**src/rtl/ex4_sad_pkg.sv**
```systemverilog
// rtl/ex4_sad_pkg.sv - shared constants and stage record for the EX4 SAD reducer
//
// Purpose: widths, the best-SAD reset value and the S1 pipeline record used
// by ex4_sad_reduce and sad_adder4.
// Ports: none (package).
package ex4_sad_pkg;

    localparam int NUM_DIFF = 16;
    localparam int SAD_W    = 32;
    localparam logic [SAD_W-1:0] SAD_INIT = 32'hFFFF_FFFF;

    // S1 holds the four partial sums plus the candidate's control and coordinates.
    typedef struct packed {
        logic                        valid;
        logic                        start;
        logic                        last;
        logic [SAD_W-1:0]            x;
        logic [SAD_W-1:0]            y;
        logic [3:0][SAD_W-1:0]       part;
    } s1_t;

endpackage

```
**src/rtl/sad_adder4.sv**
```systemverilog
// rtl/sad_adder4.sv - sum of the low PIX_W bits of four difference inputs
//
// Purpose: one quarter of the 16-input SAD sum; upper input bits are ignored.
// Ports:
//   in_a..in_d  : SAD_W-bit absolute differences (only [PIX_W-1:0] used)
//   sum         : zero-extended unsigned sum of the four masked inputs
module sad_adder4
    import ex4_sad_pkg::*;
#(
    parameter int PIX_W = 8
)
(
    input  logic [SAD_W-1:0] in_a,
    input  logic [SAD_W-1:0] in_b,
    input  logic [SAD_W-1:0] in_c,
    input  logic [SAD_W-1:0] in_d,
    output logic [SAD_W-1:0] sum
);

    // Mask keeps only the pixel-difference bits; computed in 64 bits so that
    // PIX_W == 32 does not overflow the shift.
    localparam logic [63:0]      MASK64   = (64'd1 << PIX_W) - 64'd1;
    localparam logic [SAD_W-1:0] PIX_MASK = MASK64[SAD_W-1:0];

    assign sum = (in_a & PIX_MASK) + (in_b & PIX_MASK)
               + (in_c & PIX_MASK) + (in_d & PIX_MASK);

endmodule

```
**src/rtl/ex4_sad_reduce.sv**
```systemverilog
// rtl/ex4_sad_reduce.sv - two-stage SAD reduction with running best-match tracking
//
// Purpose: sums 16 absolute pixel differences per candidate and keeps the
// minimum SAD and its window coordinates across a search.
// Optional feature macro: EX4_SAD_TIE_LATEST_EN (equal SAD replaces best).
// Ports:
//   Clk, Reset          : rising-edge clock, asynchronous active-low reset
//   Flush               : kill all in-flight candidates, hold result
//   InValid/InStart/InLast : candidate strobe, first / last of search
//   In1..In16           : absolute differences, low PIX_W bits summed
//   CandX, CandY        : candidate window coordinates
//   SadOut, OutX, OutY  : best SAD so far and its coordinates
//   SadValid            : at least one candidate accumulated
//   Done                : one-cycle pulse after the last candidate settles
//   Busy                : a pipeline stage holds a valid candidate
module ex4_sad_reduce
    import ex4_sad_pkg::*;
#(
    parameter int PIX_W = 8
)
(
    input  logic             Clk,
    input  logic             Reset,
    input  logic             Flush,
    input  logic             InValid,
    input  logic             InStart,
    input  logic             InLast,
    input  logic [SAD_W-1:0] In1,
    input  logic [SAD_W-1:0] In2,
    input  logic [SAD_W-1:0] In3,
    input  logic [SAD_W-1:0] In4,
    input  logic [SAD_W-1:0] In5,
    input  logic [SAD_W-1:0] In6,
    input  logic [SAD_W-1:0] In7,
    input  logic [SAD_W-1:0] In8,
    input  logic [SAD_W-1:0] In9,
    input  logic [SAD_W-1:0] In10,
    input  logic [SAD_W-1:0] In11,
    input  logic [SAD_W-1:0] In12,
    input  logic [SAD_W-1:0] In13,
    input  logic [SAD_W-1:0] In14,
    input  logic [SAD_W-1:0] In15,
    input  logic [SAD_W-1:0] In16,
    input  logic [SAD_W-1:0] CandX,
    input  logic [SAD_W-1:0] CandY,
    output logic [SAD_W-1:0] SadOut,
    output logic [SAD_W-1:0] OutX,
    output logic [SAD_W-1:0] OutY,
    output logic             SadValid,
    output logic             Done,
    output logic             Busy
);

    logic [SAD_W-1:0] part0, part1, part2, part3;

    sad_adder4 #(.PIX_W(PIX_W)) u_add0 (.in_a(In1),  .in_b(In2),  .in_c(In3),  .in_d(In4),  .sum(part0));
    sad_adder4 #(.PIX_W(PIX_W)) u_add1 (.in_a(In5),  .in_b(In6),  .in_c(In7),  .in_d(In8),  .sum(part1));
    sad_adder4 #(.PIX_W(PIX_W)) u_add2 (.in_a(In9),  .in_b(In10), .in_c(In11), .in_d(In12), .sum(part2));
    sad_adder4 #(.PIX_W(PIX_W)) u_add3 (.in_a(In13), .in_b(In14), .in_c(In15), .in_d(In16), .sum(part3));

    s1_t              s1_d, s1_q;
    logic             s2_valid_d, s2_valid_q;
    logic             s2_last_d, s2_last_q;
    logic [SAD_W-1:0] best_d, best_q;
    logic [SAD_W-1:0] best_x_d, best_x_q;
    logic [SAD_W-1:0] best_y_d, best_y_q;
    logic             sad_valid_d, sad_valid_q;
    logic             done_d, done_q;

    logic [SAD_W-1:0] total;
    logic             better;
    logic             s2_fire;
    logic             take;

    // S1 capture: a flush in the same cycle drops the incoming candidate.
    always_comb begin
        s1_d       = '0;
        s1_d.valid = InValid & ~Flush;
        s1_d.start = InStart;
        s1_d.last  = InLast;
        s1_d.x     = CandX;
        s1_d.y     = CandY;
        s1_d.part  = {part3, part2, part1, part0};
    end

    // S2: final add and compare against best, committed at the S2 edge.
    always_comb begin
        total = s1_q.part[0] + s1_q.part[1] + s1_q.part[2] + s1_q.part[3];
`ifdef EX4_SAD_TIE_LATEST_EN
        better = (total <= best_q);
`else
        better = (total < best_q);
`endif
        s2_fire = s1_q.valid & ~Flush;
        // A start candidate overwrites whatever the previous search left.
        take    = s2_fire & (s1_q.start | better);

        best_d      = take ? total    : best_q;
        best_x_d    = take ? s1_q.x   : best_x_q;
        best_y_d    = take ? s1_q.y   : best_y_q;
        sad_valid_d = sad_valid_q | s2_fire;

        s2_valid_d  = s2_fire;
        s2_last_d   = s1_q.last;

        // Done trails the S2 edge by one cycle; a flush here suppresses it.
        done_d      = s2_valid_q & s2_last_q & ~Flush;
    end

    always_ff @(posedge Clk or negedge Reset) begin
        if (!Reset) begin
            s1_q        <= '0;
            s2_valid_q  <= 1'b0;
            s2_last_q   <= 1'b0;
            best_q      <= SAD_INIT;
            best_x_q    <= '0;
            best_y_q    <= '0;
            sad_valid_q <= 1'b0;
            done_q      <= 1'b0;
        end else begin
            s1_q        <= s1_d;
            s2_valid_q  <= s2_valid_d;
            s2_last_q   <= s2_last_d;
            best_q      <= best_d;
            best_x_q    <= best_x_d;
            best_y_q    <= best_y_d;
            sad_valid_q <= sad_valid_d;
            done_q      <= done_d;
        end
    end

    assign SadOut   = best_q;
    assign OutX     = best_x_q;
    assign OutY     = best_y_q;
    assign SadValid = sad_valid_q;
    assign Done     = done_q;
    assign Busy     = s1_q.valid | s2_valid_q;

endmodule
```
**config.mk**
```make
export PLATFORM = sky130hd
export DESIGN_NAME = ex4_sad_reduce
export DESIGN_NICKNAME = d
export VERILOG_FILES = /design/src/rtl/ex4_sad_pkg.sv /design/src/rtl/sad_adder4.sv /design/src/rtl/ex4_sad_reduce.sv
export SDC_FILE = /design/constraint.sdc
export NUM_CORES = 1
export LEC_CHECK = 0
export CAP_MARGIN = 20
export CORE_AREA = 10 10 254 256
export DETAILED_ROUTE_END_ITERATION = 7
export DIE_AREA = 0 0 264 266
export GPL_TIMING_DRIVEN = 1
export PLACE_DENSITY_LB_ADDON = 0.08
export SETUP_SLACK_MARGIN = 0.3
export SLEW_MARGIN = 10
export SYNTH_ARGS = -nofsm -noshare
export SYNTH_HDL_FRONTEND = slang
export SYNTH_SLANG_ARGS = --single-unit
export TNS_END_PERCENT = 20
```
**constraint.sdc**
```tcl
create_clock -name Clk -period 4.09 [get_ports Clk]
set_input_delay 0.6135 -clock Clk [delete_from_list [all_inputs] [get_ports Clk]]
set_output_delay 0.6135 -clock Clk [all_outputs]
set_load 0.01 [all_outputs]
```
==> results <==
- The die is 264 um wide.
- Buffers placed on the I/O ports in this run total about 300.
- After detailed routing, the number of remaining DRC violations is 0.
- The initial utilization of the core area, before any placement, comes to approximately 16%.
- Once detail routing completed, the nets flagged for antenna violations numbered 0.
- The share of post-route cells with drive strength above 1 is between 15 and 20%.
- The count of final hold-check violations came to 0.
- Global routing used about 10% of the available tracks.
- The first-pass GRT wire length is 50100 um.
- The number of placement rows is 90.
- Dividing the detail-routed via count by the number of cells gives 3.34.
- The initial antenna violation count was 9.
- The worst pin sits at a relative slew slack of 54.3%.
- The tightest hold path in the finished design has a slack of approximately 0.18 ns.
- The min-delay analysis places its worst path in the category input pin to async pin.
- The detailed router placed 6055 vias in this run.
- The number of different library cells used by synthesis comes to 38.
- roughly 680 I/O pins were placed.
- The synthesized design contains 0 enable-type register cells.
- The total overflow left after global routing is 0.
- The number of DRC markers in iteration 0 is approximately 180.
- The library cells used most frequently in the layout, excluding fill and tap cells, are clkdlybuf4s50_1 (295), dfrtp_1 (175), fa_1 (83).
- The max-cap violation count is 0.
- The top flip-flop cell by instance count after synthesis is dfrtp_1.
- The synthesized area divided by synthesized cell count is about 14 um^2.
- The global routing met1 resource utilization is between 8 and 9%.
- Sequential cells were found to cover 48.1% of the synthesized design area.
- The detailed-placement wirelength estimate is just under 30000 um.
- The cell count after synthesis is 680.
- After global routing, the most crowded layer is met2.
- The worst setup skew after layout is between 0.01 and 0.015 ns.
- The clock insertion delay at the later pin of the skew report is 0.48 ns.
- The ratio of total power to cell area is 1080 nW/um^2.
- The transition time at the pin with the least slew margin is 0.685 ns.
- The share of flip-flops with an asynchronous set or reset is 100%.
- After routing the design area is 14600 um^2.
- For this block, the routed nets add up to 35100 um of wire.
- The synthesized flop and latch total is 188.
- The number of global-route vias before repair came to approximately 7100.
- The floorplan die height is about 270 um.
- The first detailed-routing pass ran for 4 iterations.
- The flow ran to the end, but the final reports show violations.
- The switching power as a share of total power is 40.5%.
- Entering global routing, the biggest net connects just under 80 pins.
- For this design the static power due to leakage is about 0.0063 uW.
- The count of final setup violators is 76.
- The highest net fanout along the worst path is 5.
- For the finished layout, the period the worst path requires is roughly 4.5 ns.
- The layout-stage area growth over the synthesis result is 49.2%.
- For this design, the sink count on the clock tree is 188.
- The count of synthesis-stage warnings from yosys is 0.
- The TritonCTS buffer count is 17.
- The final design utilization is about a quarter.
- The total cell area at the placement stage is between 10000 and 15000 um^2.
- The endpoint class of the critical path is a register.
- The CTS tree is done.
- The die covers roughly 70000 um^2.
- Setup repair after global routing could not meet its margin everywhere.
- After synthesis the cells add up to 9820 um^2.
- The final-stage net count is 1739.
- After detailed routing, the average wire length per cell comes to 19.4 um.
- The data required time at the worst endpoint is ~4.5 ns.
- The endpoint arrival time on the critical path is 4.88 ns.
- Timing would allow up to 221 MHz.
- The maximum vdd ir drop is 1.02 mV.
- For this run, global-route usage on met2 was measured as 20.9%.
- For met3 alone, demand over resource in global routing was between 3 and 4%.
- The cell at the root of the clock tree is clkbuf_16.
- The maximum single-stage delay on the critical path is 0.50 ns.
- After floorplanning, the core was sized to cover 59700 um^2.
- The combinational fraction of design power is 71.0%.
- The final reports fail on setup timing.
- Leaving out fill and tap cells, the most frequent cell in the layout is clkdlybuf4s50_1.
- Traced cell by cell, the critical path runs through inv_2 > fa_1 > fa_1 > inv_2 > ha_4 > fa_2 > a21oi_2 > nor2b_2 > o31a_1 > nor2_2 > xnor2_2 > ha_1 > a21o_1 > a211oi_2 > o21ai_2 > a211oi_4 > buf_6 > buf_12 > clkbuf_16 > mux2_4.
- The clock power share is 10.2%.
- The relative contribution of sequential cells to total power is 18.8%.
- The class of the most critical setup path is register to register.
- The cell with the biggest individual delay on the critical path is fa_1.
- Of the available clock period, the critical path in the final layout requires 110%.
- The clock-pin slew reported for the worst setup and hold paths after clock tree synthesis is 0.07 ns.
- Cell internal power was estimated by the tool at 9410 uW.
- The power spent charging and discharging nets is 6400 uW.
- For the final routed database, the setup TNS stands at -26.90 ns.
- The type of origin of the critical path is a register.
- The final weighted congestion in routability-driven placement is 0.696.
- The net count of the mapped netlist is 1404.
- The number of buffers between clock root and the deepest sink is 2.
- CTS built an H-tree with a depth of 4.
- The depth of the worst register-to-register path is 20.
- The least setup slack across all paths after layout is -0.425 ns.
- The number of max-slew violations in the final report is 0.
- The completed layout was analyzed and its total power is around 16000 uW.
-- power groups by stage --
stage	logic [uW]	clock network (uW)	registers [uW]
finish	11200	1620	2970
global route	12600	1790	3050
CTS	11200	1720	3010
detailed placement	10500	0	3040
global placement	10600	0	3050
floorplan	5910	0	3000
-- logic make-up (layout without fill, tap and decap cells) --
family | Yosys count | count (layout) | synth area share, %
AOI/OAI and AO/OA | 72 | 72 | 4.78
xor gates and xnor gates | 30 | 30 | 2.68
adders and majority gates | 142 | 142 | 24.5
buffers and inverters | 111 | 459 | 6.25
DFF | 188 | 188 | 48.1
muxes | 70 | 70 | 10.6
other | 0 | 1 | 0
and+or+nand+nor | 67 | 67 | 3.05
-- state kept, by name, summed over array words and instances, names as in the netlist --
register	cells
Done	1
OutX	32
OutY	32
SadOut	13
SadValid	1
s1_q	106
s2_last_d	1
s2_last_q	1
s2_valid_q	1
-- cells in the mapped netlist, drive strengths merged (2+ instances only) --
master	count	area [um^2]
dfstp	13	342
a21oi	18	90.1
fa	84	1680
o41ai	4	35.0
mux2	70	1040
a31oi	2	18.8
nor2b	5	31.3
dfrtp	175	4380
a211oi	5	47.5
nand3	3	15.0
a21o	13	97.6
nor2	21	78.8
buf	28	302
xor2	7	61.3
ha	58	726
inv	83	312
o21a	2	15.0
o21ai	21	105
xnor2	23	201
nand2	23	86.3
nand2b	7	43.8
nor3	5	25.0
-- final timing paths --
path,start,endpoint,slack [ns]
max in group asynchronous,Reset,OutX[13]$_DFFE_PN0P_,3.05
min in group Clk,s2_last_d$_DFF_PN0_,s2_last_q$_DFF_PN0_,0.35
worst min-delay path,Reset,s1_q[70]$_DFF_PN0_,0.18
worst max-delay path,s1_q[65]$_DFF_PN0_,OutX[23]$_DFFE_PN0P_,-0.43
worst min register to register,s2_last_d$_DFF_PN0_,s2_last_q$_DFF_PN0_,0.35
worst max register to register,s1_q[65]$_DFF_PN0_,OutX[23]$_DFFE_PN0P_,-0.43
-- critical path: cells and delay by family, from the launching register on --
kind                     cells  cell delay (ns)
adder cells (fa/ha/maj)      5             1.75
AO/OA/AOI/OAI                6             1.16
buffers and inverters        5             0.55
flip-flops                   1             0.34
multiplexers                 1             0.28
AND/OR/NAND/NOR              2             0.19
XOR/XNOR                     1             0.13
-- through the flow --
| step | std cells | worst slack (ns) |
|---|---|---|
| after detailed placement | 1766 | -0.605 |
| final | 1811 | -0.425 |
| after CTS | 1804 | -0.461 |
| after global placement | 1766 | -0.583 |
| after global routing | 1810 | -0.652 |
| after floorplan | 680 | -0.225 |
-- what timing repair did --
action                                  CTS  global route
pin swaps                                 6             4
hold buffers                              0             0
gates cloned                              2             2
setup buffers                             4             4
endpoints found under the hold margin     0             0
gates resized for setup                  11            20
endpoints found under the setup margin   76            76
-- routing by layer --
metal,wire length [um],share of wire (%),up-vias
met1,11100,32,3021
met2,21600,61,125
met3,1840,5.2,36
met4,541,1.5,8
li1,-,-,2865
met5,45,0.13,-
-- cell type report --
cell class | count | area (um^2)
Antenna cell | 1 | 2.50
Clock buffer | 22 | 474
Clock inverter | 10 | 78.8
Fill cell | 6306 | 45000
Inverter | 83 | 312
Multi-Input combinational cell | 381 | 4570
Sequential cell | 188 | 4720
Tap cell | 782 | 978
Timing Repair Buffer | 344 | 3500
Power figures use the tool's default switching activity.
